### src/rtl/mem_pkg.sv
// Shared definitions for the byte-serial memory stage: command field positions,
// length codes, FSM states and the byte-count helper.
package mem_pkg;

  localparam int MEM_E_EN     = 4;
  localparam int MEM_E_LEN_HI = 3;
  localparam int MEM_E_LEN_LO = 2;
  localparam int MEM_E_WR     = 1;
  localparam int MEM_E_UNS    = 0;

  localparam logic [1:0] LEN_BYTE = 2'd0;
  localparam logic [1:0] LEN_HALF = 2'd1;
  localparam logic [1:0] LEN_RSVD = 2'd2;
  localparam logic [1:0] LEN_WORD = 2'd3;

  typedef enum logic [1:0] {
    ST_IDLE = 2'd0,
    ST_BUSY = 2'd1,
    ST_TAIL = 2'd2,
    ST_DONE = 2'd3
  } state_t;

  function automatic logic [2:0] byte_count(input logic [1:0] len);
    return {1'b0, len} + 3'd1;
  endfunction

endpackage

### src/rtl/mem_ext.sv
// Load extender: narrows the assembled little-endian load word to the access
// length and sign- or zero-extends it to 32 bits.
module mem_ext
  import mem_pkg::*;
(
  input  logic [31:0] i_ldata,
  input  logic [1:0]  i_len,
  input  logic        i_uns,
  output logic [31:0] o_wdata
);

  logic w_sign_b;
  logic w_sign_h;

  assign w_sign_b = ~i_uns & i_ldata[7];
  assign w_sign_h = ~i_uns & i_ldata[15];

  always_comb begin
    o_wdata = i_ldata;
    case (i_len)
      LEN_BYTE: o_wdata = {{24{w_sign_b}}, i_ldata[7:0]};
      LEN_HALF: o_wdata = {{16{w_sign_h}}, i_ldata[15:0]};
      default:  o_wdata = i_ldata;
    endcase
  end

endmodule

### src/rtl/mem_stage.sv
// EX->WB memory stage: byte-serial loads/stores over an 8-bit synchronous RAM port.
// Optional alignment trap enabled by defining MEM_ALIGN_CHK_EN.
module mem_stage
  import mem_pkg::*;
(
  input  logic        clk,
  input  logic        rst,
  input  logic [4:0]  wa_i,
  input  logic        we_i,
  input  logic [31:0] res_i,
  input  logic [4:0]  mem_e_i,
  input  logic [31:0] mem_n_i,
  input  logic        bus_gnt_i,
  input  logic [7:0]  ram_din_i,
  output logic        stall_o,
  output logic [31:0] ram_a_o,
  output logic        ram_wr_o,
  output logic [7:0]  ram_dout_o,
  output logic [4:0]  wa_o,
  output logic        we_o,
  output logic [31:0] wdata_o,
  output logic        misalign_o
);

  state_t      r_state;
  state_t      w_next;
  logic [31:0] r_addr;
  logic [31:0] r_sdata;
  logic [31:0] r_ldata;
  logic [2:0]  r_cnt;
  logic [2:0]  r_n;
  logic [1:0]  r_len;
  logic        r_wr;
  logic        r_uns;
  logic        r_misal;
  logic [4:0]  r_wa;
  logic        r_we;
  logic        r_rd_pend;
  logic [1:0]  r_rd_idx;
  logic [4:0]  r_wb_wa;
  logic        r_wb_we;
  logic [31:0] r_wb_data;

  logic [1:0]  w_len;
  logic        w_req;
  logic        w_misal;
  logic        w_issue;
  logic        w_last;
  logic        w_stall;
  logic [31:0] w_ext;

  assign w_len   = mem_e_i[MEM_E_LEN_HI:MEM_E_LEN_LO];
  assign w_req   = mem_e_i[MEM_E_EN] && (w_len != LEN_RSVD);
  assign w_issue = (r_state == ST_BUSY) && bus_gnt_i;
  assign w_last  = (r_cnt == (r_n - 3'd1));

`ifdef MEM_ALIGN_CHK_EN
  logic r_misal_pulse;

  assign w_misal = ((w_len == LEN_HALF) && res_i[0]) ||
                   ((w_len == LEN_WORD) && (res_i[1:0] != 2'b00));

  always_ff @(posedge clk or posedge rst) begin
    if (rst) r_misal_pulse <= 1'b0;
    else     r_misal_pulse <= (r_state == ST_DONE) && r_misal;
  end
  assign misalign_o = r_misal_pulse;
`else
  assign w_misal    = 1'b0;
  assign misalign_o = 1'b0;
`endif

  always_comb begin
    w_next  = r_state;
    w_stall = 1'b0;
    case (r_state)
      ST_IDLE: begin
        if (w_req) begin
          w_stall = 1'b1;
          w_next  = w_misal ? ST_DONE : ST_BUSY;
        end
      end
      ST_BUSY: begin
        w_stall = 1'b1;
        if (w_issue && w_last) w_next = r_wr ? ST_DONE : ST_TAIL;
      end
      ST_TAIL: begin
        w_stall = 1'b1;
        w_next  = ST_DONE;
      end
      ST_DONE: w_next = ST_IDLE;
      default: w_next = ST_IDLE;
    endcase
  end

  // Reset must silence the pipeline hold even while EX still presents a request.
  assign stall_o    = w_stall & ~rst;
  assign ram_a_o    = w_issue ? (r_addr + {29'd0, r_cnt}) : 32'd0;
  assign ram_wr_o   = w_issue & r_wr;
  assign ram_dout_o = (w_issue && r_wr) ? r_sdata[{r_cnt[1:0], 3'b000} +: 8] : 8'd0;

  mem_ext u_ext (
    .i_ldata (r_ldata),
    .i_len   (r_len),
    .i_uns   (r_uns),
    .o_wdata (w_ext)
  );

  always_ff @(posedge clk or posedge rst) begin
    if (rst) begin
      r_state   <= ST_IDLE;
      r_addr    <= 32'd0;
      r_sdata   <= 32'd0;
      r_ldata   <= 32'd0;
      r_cnt     <= 3'd0;
      r_n       <= 3'd0;
      r_len     <= LEN_BYTE;
      r_wr      <= 1'b0;
      r_uns     <= 1'b0;
      r_misal   <= 1'b0;
      r_wa      <= 5'd0;
      r_we      <= 1'b0;
      r_rd_pend <= 1'b0;
      r_rd_idx  <= 2'd0;
    end else begin
      r_state   <= w_next;
      r_rd_pend <= w_issue && !r_wr;
      r_rd_idx  <= r_cnt[1:0];
      // RAM data for an issued read arrives one cycle later, grant or not.
      if (r_rd_pend) r_ldata[{r_rd_idx, 3'b000} +: 8] <= ram_din_i;
      if ((r_state == ST_IDLE) && w_req) begin
        r_addr  <= res_i;
        r_sdata <= mem_n_i;
        r_ldata <= 32'd0;
        r_cnt   <= 3'd0;
        r_n     <= byte_count(w_len);
        r_len   <= w_len;
        r_wr    <= mem_e_i[MEM_E_WR];
        r_uns   <= mem_e_i[MEM_E_UNS];
        r_misal <= w_misal;
        r_wa    <= wa_i;
        r_we    <= we_i;
      end
      if (w_issue) r_cnt <= r_cnt + 3'd1;
    end
  end

  always_ff @(posedge clk or posedge rst) begin
    if (rst) begin
      r_wb_wa   <= 5'd0;
      r_wb_we   <= 1'b0;
      r_wb_data <= 32'd0;
    end else if (w_stall) begin
      r_wb_wa   <= 5'd0;
      r_wb_we   <= 1'b0;
      r_wb_data <= 32'd0;
    end else if (r_state == ST_DONE) begin
      r_wb_wa   <= r_wa;
      r_wb_we   <= r_we & ~r_wr & ~r_misal;
      r_wb_data <= r_misal ? 32'd0 : w_ext;
    end else begin
      r_wb_wa   <= wa_i;
      r_wb_we   <= we_i;
      r_wb_data <= res_i;
    end
  end

  assign wa_o    = r_wb_wa;
  assign we_o    = r_wb_we;
  assign wdata_o = r_wb_data;

endmodule

### config.mk
export PLATFORM = sky130hd
export DESIGN_NAME = mem_stage
export DESIGN_NICKNAME = d
export VERILOG_FILES = /design/src/rtl/mem_pkg.sv /design/src/rtl/mem_ext.sv /design/src/rtl/mem_stage.sv
export SDC_FILE = /design/constraint.sdc
export NUM_CORES = 1
export LEC_CHECK = 0
export ABC_CLOCK_PERIOD_IN_PS = 5600
export CAP_MARGIN = 20
export CORE_ASPECT_RATIO = 2
export CORE_MARGIN = 4
export CORE_UTILIZATION = 35
export DETAILED_ROUTE_END_ITERATION = 8
export GPL_ROUTABILITY_DRIVEN = 0
export HOLD_SLACK_MARGIN = 0.12
export PLACE_DENSITY = 0.57
export SLEW_MARGIN = 0
export SYNTH_ARGS = -nofsm -noshare
export SYNTH_HDL_FRONTEND = slang
export SYNTH_SLANG_ARGS = --single-unit
### constraint.sdc
create_clock -name clk -period 5.6 [get_ports clk]
set_input_delay 0.56 -clock clk [delete_from_list [all_inputs] [get_ports clk]]
set_output_delay 0.56 -clock clk [all_outputs]
set_load 0.1 [all_outputs]
Yosys cells after proc, flatten, opt, wreduce, memory -nomap -nowiden
Cells that the tools add are included.
{"block": "op_classes", "addsub": 5, "n_eq_ne": 8, "shift": 3, "muxes": 20, "n_bitwise": 8, "reduce_logical": 13}
{"cell": "$mux W32", "n": 5}
{"cell": "$pmux W32 S2", "n": 1}
{"cell": "$add A32 B3 Y32", "n": 1}
{"cell": "$bwmux W32", "n": 1}
{"cell": "$shift A8 B7 Y32 const A", "n": 1}
{"cell": "$shiftx A32 B6 Y8", "n": 1}
{"cell": "$shiftx A8 B7 Y32", "n": 1}
{"cell": "$mux W5", "n": 2}
{"cell": "$mux W8", "n": 1}
{"cell": "$pmux W2 S4", "n": 1}
{"cell": "$neg A5 Y7", "n": 1}
{"cell": "$logic_and A1 B1 Y1", "n": 6}
{"cell": "$mux W3", "n": 2}
{"cell": "$and A1 B1 Y1", "n": 5}
{"cell": "$eq A2 B1 Y1 const B", "n": 2}
{"cell": "$eq A2 B2 Y1 const B", "n": 2}
{"cell": "$logic_not A2 Y1", "n": 2}
{"cell": "$mux W1", "n": 4}
{"cell": "$mux W2", "n": 2}
{"cell": "$ne A2 B2 Y1 const B", "n": 2}
{"cell": "$reduce_bool A2 Y1", "n": 2}
{"cell": "$add A2 B1 Y3 const B", "n": 1}
{"cell": "$add A3 B1 Y3 const B", "n": 1}
{"cell": "$eq A3 B3 Y1", "n": 1}
{"cell": "7 further kinds", "n": 9}
{"block": "totals", "register_bits": 155, "in_bits": 86, "output_inout_bits": 81, "elab_cells": 73}

Depth between registers and ports, before layout
{"block": "depth", "ltp_word": 5, "mapped_depth": 8, "ltp_nobuf": 7}

Hierarchy
A second synthesis with hierarchy kept.
{"block": "unflattened", "hier_cells": 782, "area_unflattened_um2": 7449.6}
{"module": "mem_stage", "instances": 1, "cells_per_inst": 715, "area_each_um2": 7094.3, "seq_area_each_um2": 3878.7}
{"module": "mem_ext", "instances": 1, "cells_per_inst": 67, "area_each_um2": 355.3, "seq_area_each_um2": 0.0}

Worst setup path before layout
OpenSTA, ideal clock, no wires.
{"block": "synth_path", "kind": "flip-flop to output port", "start": "register r_cnt[1]", "end": "output ram_a_o[24]", "arrival_ns": 3.747, "t_required_ns": 5.040, "setup_slack_ns": 1.293, "path_stages_with_launch": 8, "path_buffers": 1, "path_cell_list": "dfrtp_1 clkbuf_1 inv_1 fa_1 nor2b_1 o211ai_1 or4_1 a21oi_1"}
{"block": "synth_between", "elab_chain_cells": 2}
{"item": "start: declaration", "line_no": "mem_stage.sv:30", "source": "logic [2:0] r_cnt;"}
{"item": "start signal: assignment", "line_no": "mem_stage.sv:144", "source": "if (w_issue) r_cnt <= r_cnt + 3'd1;"}
{"item": "$add A32 B3 Y32", "line_no": "mem_stage.sv:98", "source": "assign ram_a_o = w_issue ? (r_addr + {29'd0, r_cnt}) : 32'd0;"}
{"item": "$mux W32", "line_no": "mem_stage.sv:98"}
{"item": "end: declaration", "line_no": "mem_stage.sv:16", "source": "output logic [31:0] ram_a_o,"}
Every way passes these cells.

Final worst setup path
{"block": "layout_path", "start": "register r_cnt[1]", "end": "output ram_a_o[16]"}
The elaborated chain is that of the path after synthesis.

==> metrics.csv <==
metric,value,unit
synth unique cells,50,
Syn Area/Cell,9.163,um2
sequential cell area fraction in the yosys report,52.65,%
CTS Buf Count,17,
row cnt,74,
clock sink count,155,
largest stage delay on the critical path,0.98,ns
final setup margin,1.172,ns
min-delay worst type,flop to flop,
crit path buf inv count,2,
"Req. time, crit path",5.04,ns
syn nets,906,
share of cells above drive strength 1,7.239,%
I/O pin cnt,167,
critical path class,flop to output pin,
Clock transition at path regs,0.06,ns
crit-path max FO,13,
Clock Skew,0.008121,ns
family with the most delay on the worst path,buffers and inverters,
DR WL/cell,18.19,um
Synth area leader,dfrtp_1,
final period utilization,79.07,%
post-CTS setup buffer count,0,
post-route ant nets,0,
TritonCTS clock tree,built,
# diodes,0,
vias in the first global route,6433,
nets@finish,1056,
CTS resizes,0,
initial drt markers,216,
Max Slew Vio Count,0,
Place WS,1.567,ns
Starting Density,35.84,%
number of synthesized flops with an enable pin,0,
worst hold margin,0.4676,ns
worst skew pair latency,0.42,ns
Total Wirelength,22.43,mm
CTS H-tree lvls,4,
Initial DRT Pass Iterations,5,
gr ovfl total,0,
TNS Setup,0,ns
gr usage total,19.09,%
CP Data Arrival Time,3.87,ns
post-DP HPWL,17.10,mm
"Cell Area, Synth",0.007367,mm2
Slew @ Worst Pin,1.023,ns
die height,213.2,um
commonest cells in the netlist,"nand2_1, dfrtp_1, o21ai_0",
initial antenna violation count,0,
DRC Markers,0,
Chip Width,110.6,um
"count leader, synth",nand2_1,
area grow syn2layout,33.20,%
Cells after Synth,804,
leakage,4.496,nW
RSZ-0062 raised after global routing,no,
Pwr per Cell Area,596.1,mW/mm2
fmax,225.9,MHz
register bit count reported by yosys,155,
synth top area cells,"dfrtp_1, nand2_1, a22o_1",
Multi-input gate area,0.003257,mm2
clock root cell,clkbuf_16,
hold buffer count at CTS,0,
IO buf count,165,
clk buf depth,2,
final-report setup violation count,0,
slowest library cell on the worst path,clkdlybuf4s50_1,
Synth Flop Type,dfrtp_1,
Final Hold Viols,0,
Via density,5.082,
placed cell count,1199,
crit end category,output pin,
post-synth top area share,52.65,%
global-route wire length before repair,34.81,mm
largest net degree at the start of global routing,78,
Peak VDD IR,0.3058,mV
register area,0.003879,mm2
die area,0.02358,mm2
Layout Cells excl Fill,1233,
Post-synth ARST share,100.0,%
Max Cap Viol,0,
vias,6266,
slew margin rel.,31.56,%
CP startpoint kind,flop,
filler cell count,2049,
outcome,"finished, final reports clean",
core footprint,0.02055,mm2
synth warn,0,
crit-path cells,inv_1 -> fa_1 -> nor2b_1 -> o2111ai_1 -> o311ai_0 -> nand2_1 -> clkdlybuf4s50_1,
Final min period,4.428,ns
-- path summary, 6_finish.rpt --
check                            startpoint     endpoint  slack, ns  cells past startpoint
max in group asynchronous               rst    r_addr[8]       3.85                      3
worst min-delay path            r_sdata[18]  r_sdata[18]       0.47                      2
worst min register to register  r_sdata[18]  r_sdata[18]       0.47                      2
min in group asynchronous               rst      wa_o[1]       0.57                      2
worst max register to register   r_state[0]  wdata_o[22]       3.06                      8
worst max-delay path               r_cnt[1]  ram_a_o[16]       1.17                      7
-- kinds of logic (layout without fill, tap and decap cells) --
group	count (synthesis)	count (layout)	share of synthesized area [%]
flip-flops	155	155	52.65
multiplexers	10	10	2.734
AO/OA/AOI/OAI	151	151	13.21
adder cells (fa/ha/maj)	16	16	2.819
XOR/XNOR	10	10	1.376
buffers and inverters	61	224	3.261
AND/OR/NAND/NOR	400	400	23.90
other	1	1	0.05090
-- per-stage QoR --
| stage | cell area [um2] | util [%] | total power [mW] |
|---|---|---|---|
| after global placement | 9225 | 44.88 | 4.783 |
| after detailed placement | 9225 | 44.88 | 4.807 |
| after floorplan | 7367 | - | 3.968 |
| final | 9813 | 47.74 | 5.850 |
| after CTS | 9781 | 47.58 | 5.916 |
| after global routing | 9813 | 47.74 | 6.213 |
-- registers in the layout (all words and copies together), names as in the netlist, 2 cells and up --
| name | count |
|---|---|
| r_state | 2 |
| r_rd_idx | 2 |
| r_n | 3 |
| r_addr | 32 |
| r_len | 2 |
| r_wa | 5 |
| r_sdata | 32 |
| wa_o | 5 |
| r_ldata | 32 |
| r_cnt | 3 |
| wdata_o | 32 |
-- report_power, final --
group / switching [mW] / leakage [nW] / internal [mW]
logic: 1.99 / 2.22 / 0.846
clock network: 0.503 / 0.276 / 0.585
registers: 0.377 / 2.00 / 1.55
-- cell usage in the layout (no fill, tap or decap), types with 11 or more instances in the layout --
cell type and instances:
a21oi_1 40, a22o_1 32, and2_1 11, buf_4 20, clkbuf_16 17, clkdlybuf4s50_1 154
dfrtp_1 155, ha_1 15, inv_1 15, nand2_1 289, nor2_1 19, nor2b_1 18
o21ai_0 46, o31ai_1 12, or4_1 12
-- layout make-up --
cell class	count	area share, %
clock buffers	17	4.335
inverters	16	0.6630
flip-flops and latches	155	39.53
clock inverters	15	1.326
repair buffers	176	17.57
well taps	266	3.392
multi-input cells	588	33.19
-- tightest hold or removal path: stages (launching register included) --
cell and delay [ns]:
dfrtp_1 0.34, nand2_1 0.05, nand2_1 0.05
-- routing by layer --
metal  share of wire [%]  track usage (%)  up-vias
met5                   0                0        -
met4                 4.6            9.991        0
met3                 4.8            3.971       47
met2                  55            36.58      175
met1                  35            19.18     3010
li1                    -                -     3034
Power figures use the tool's default switching activity.
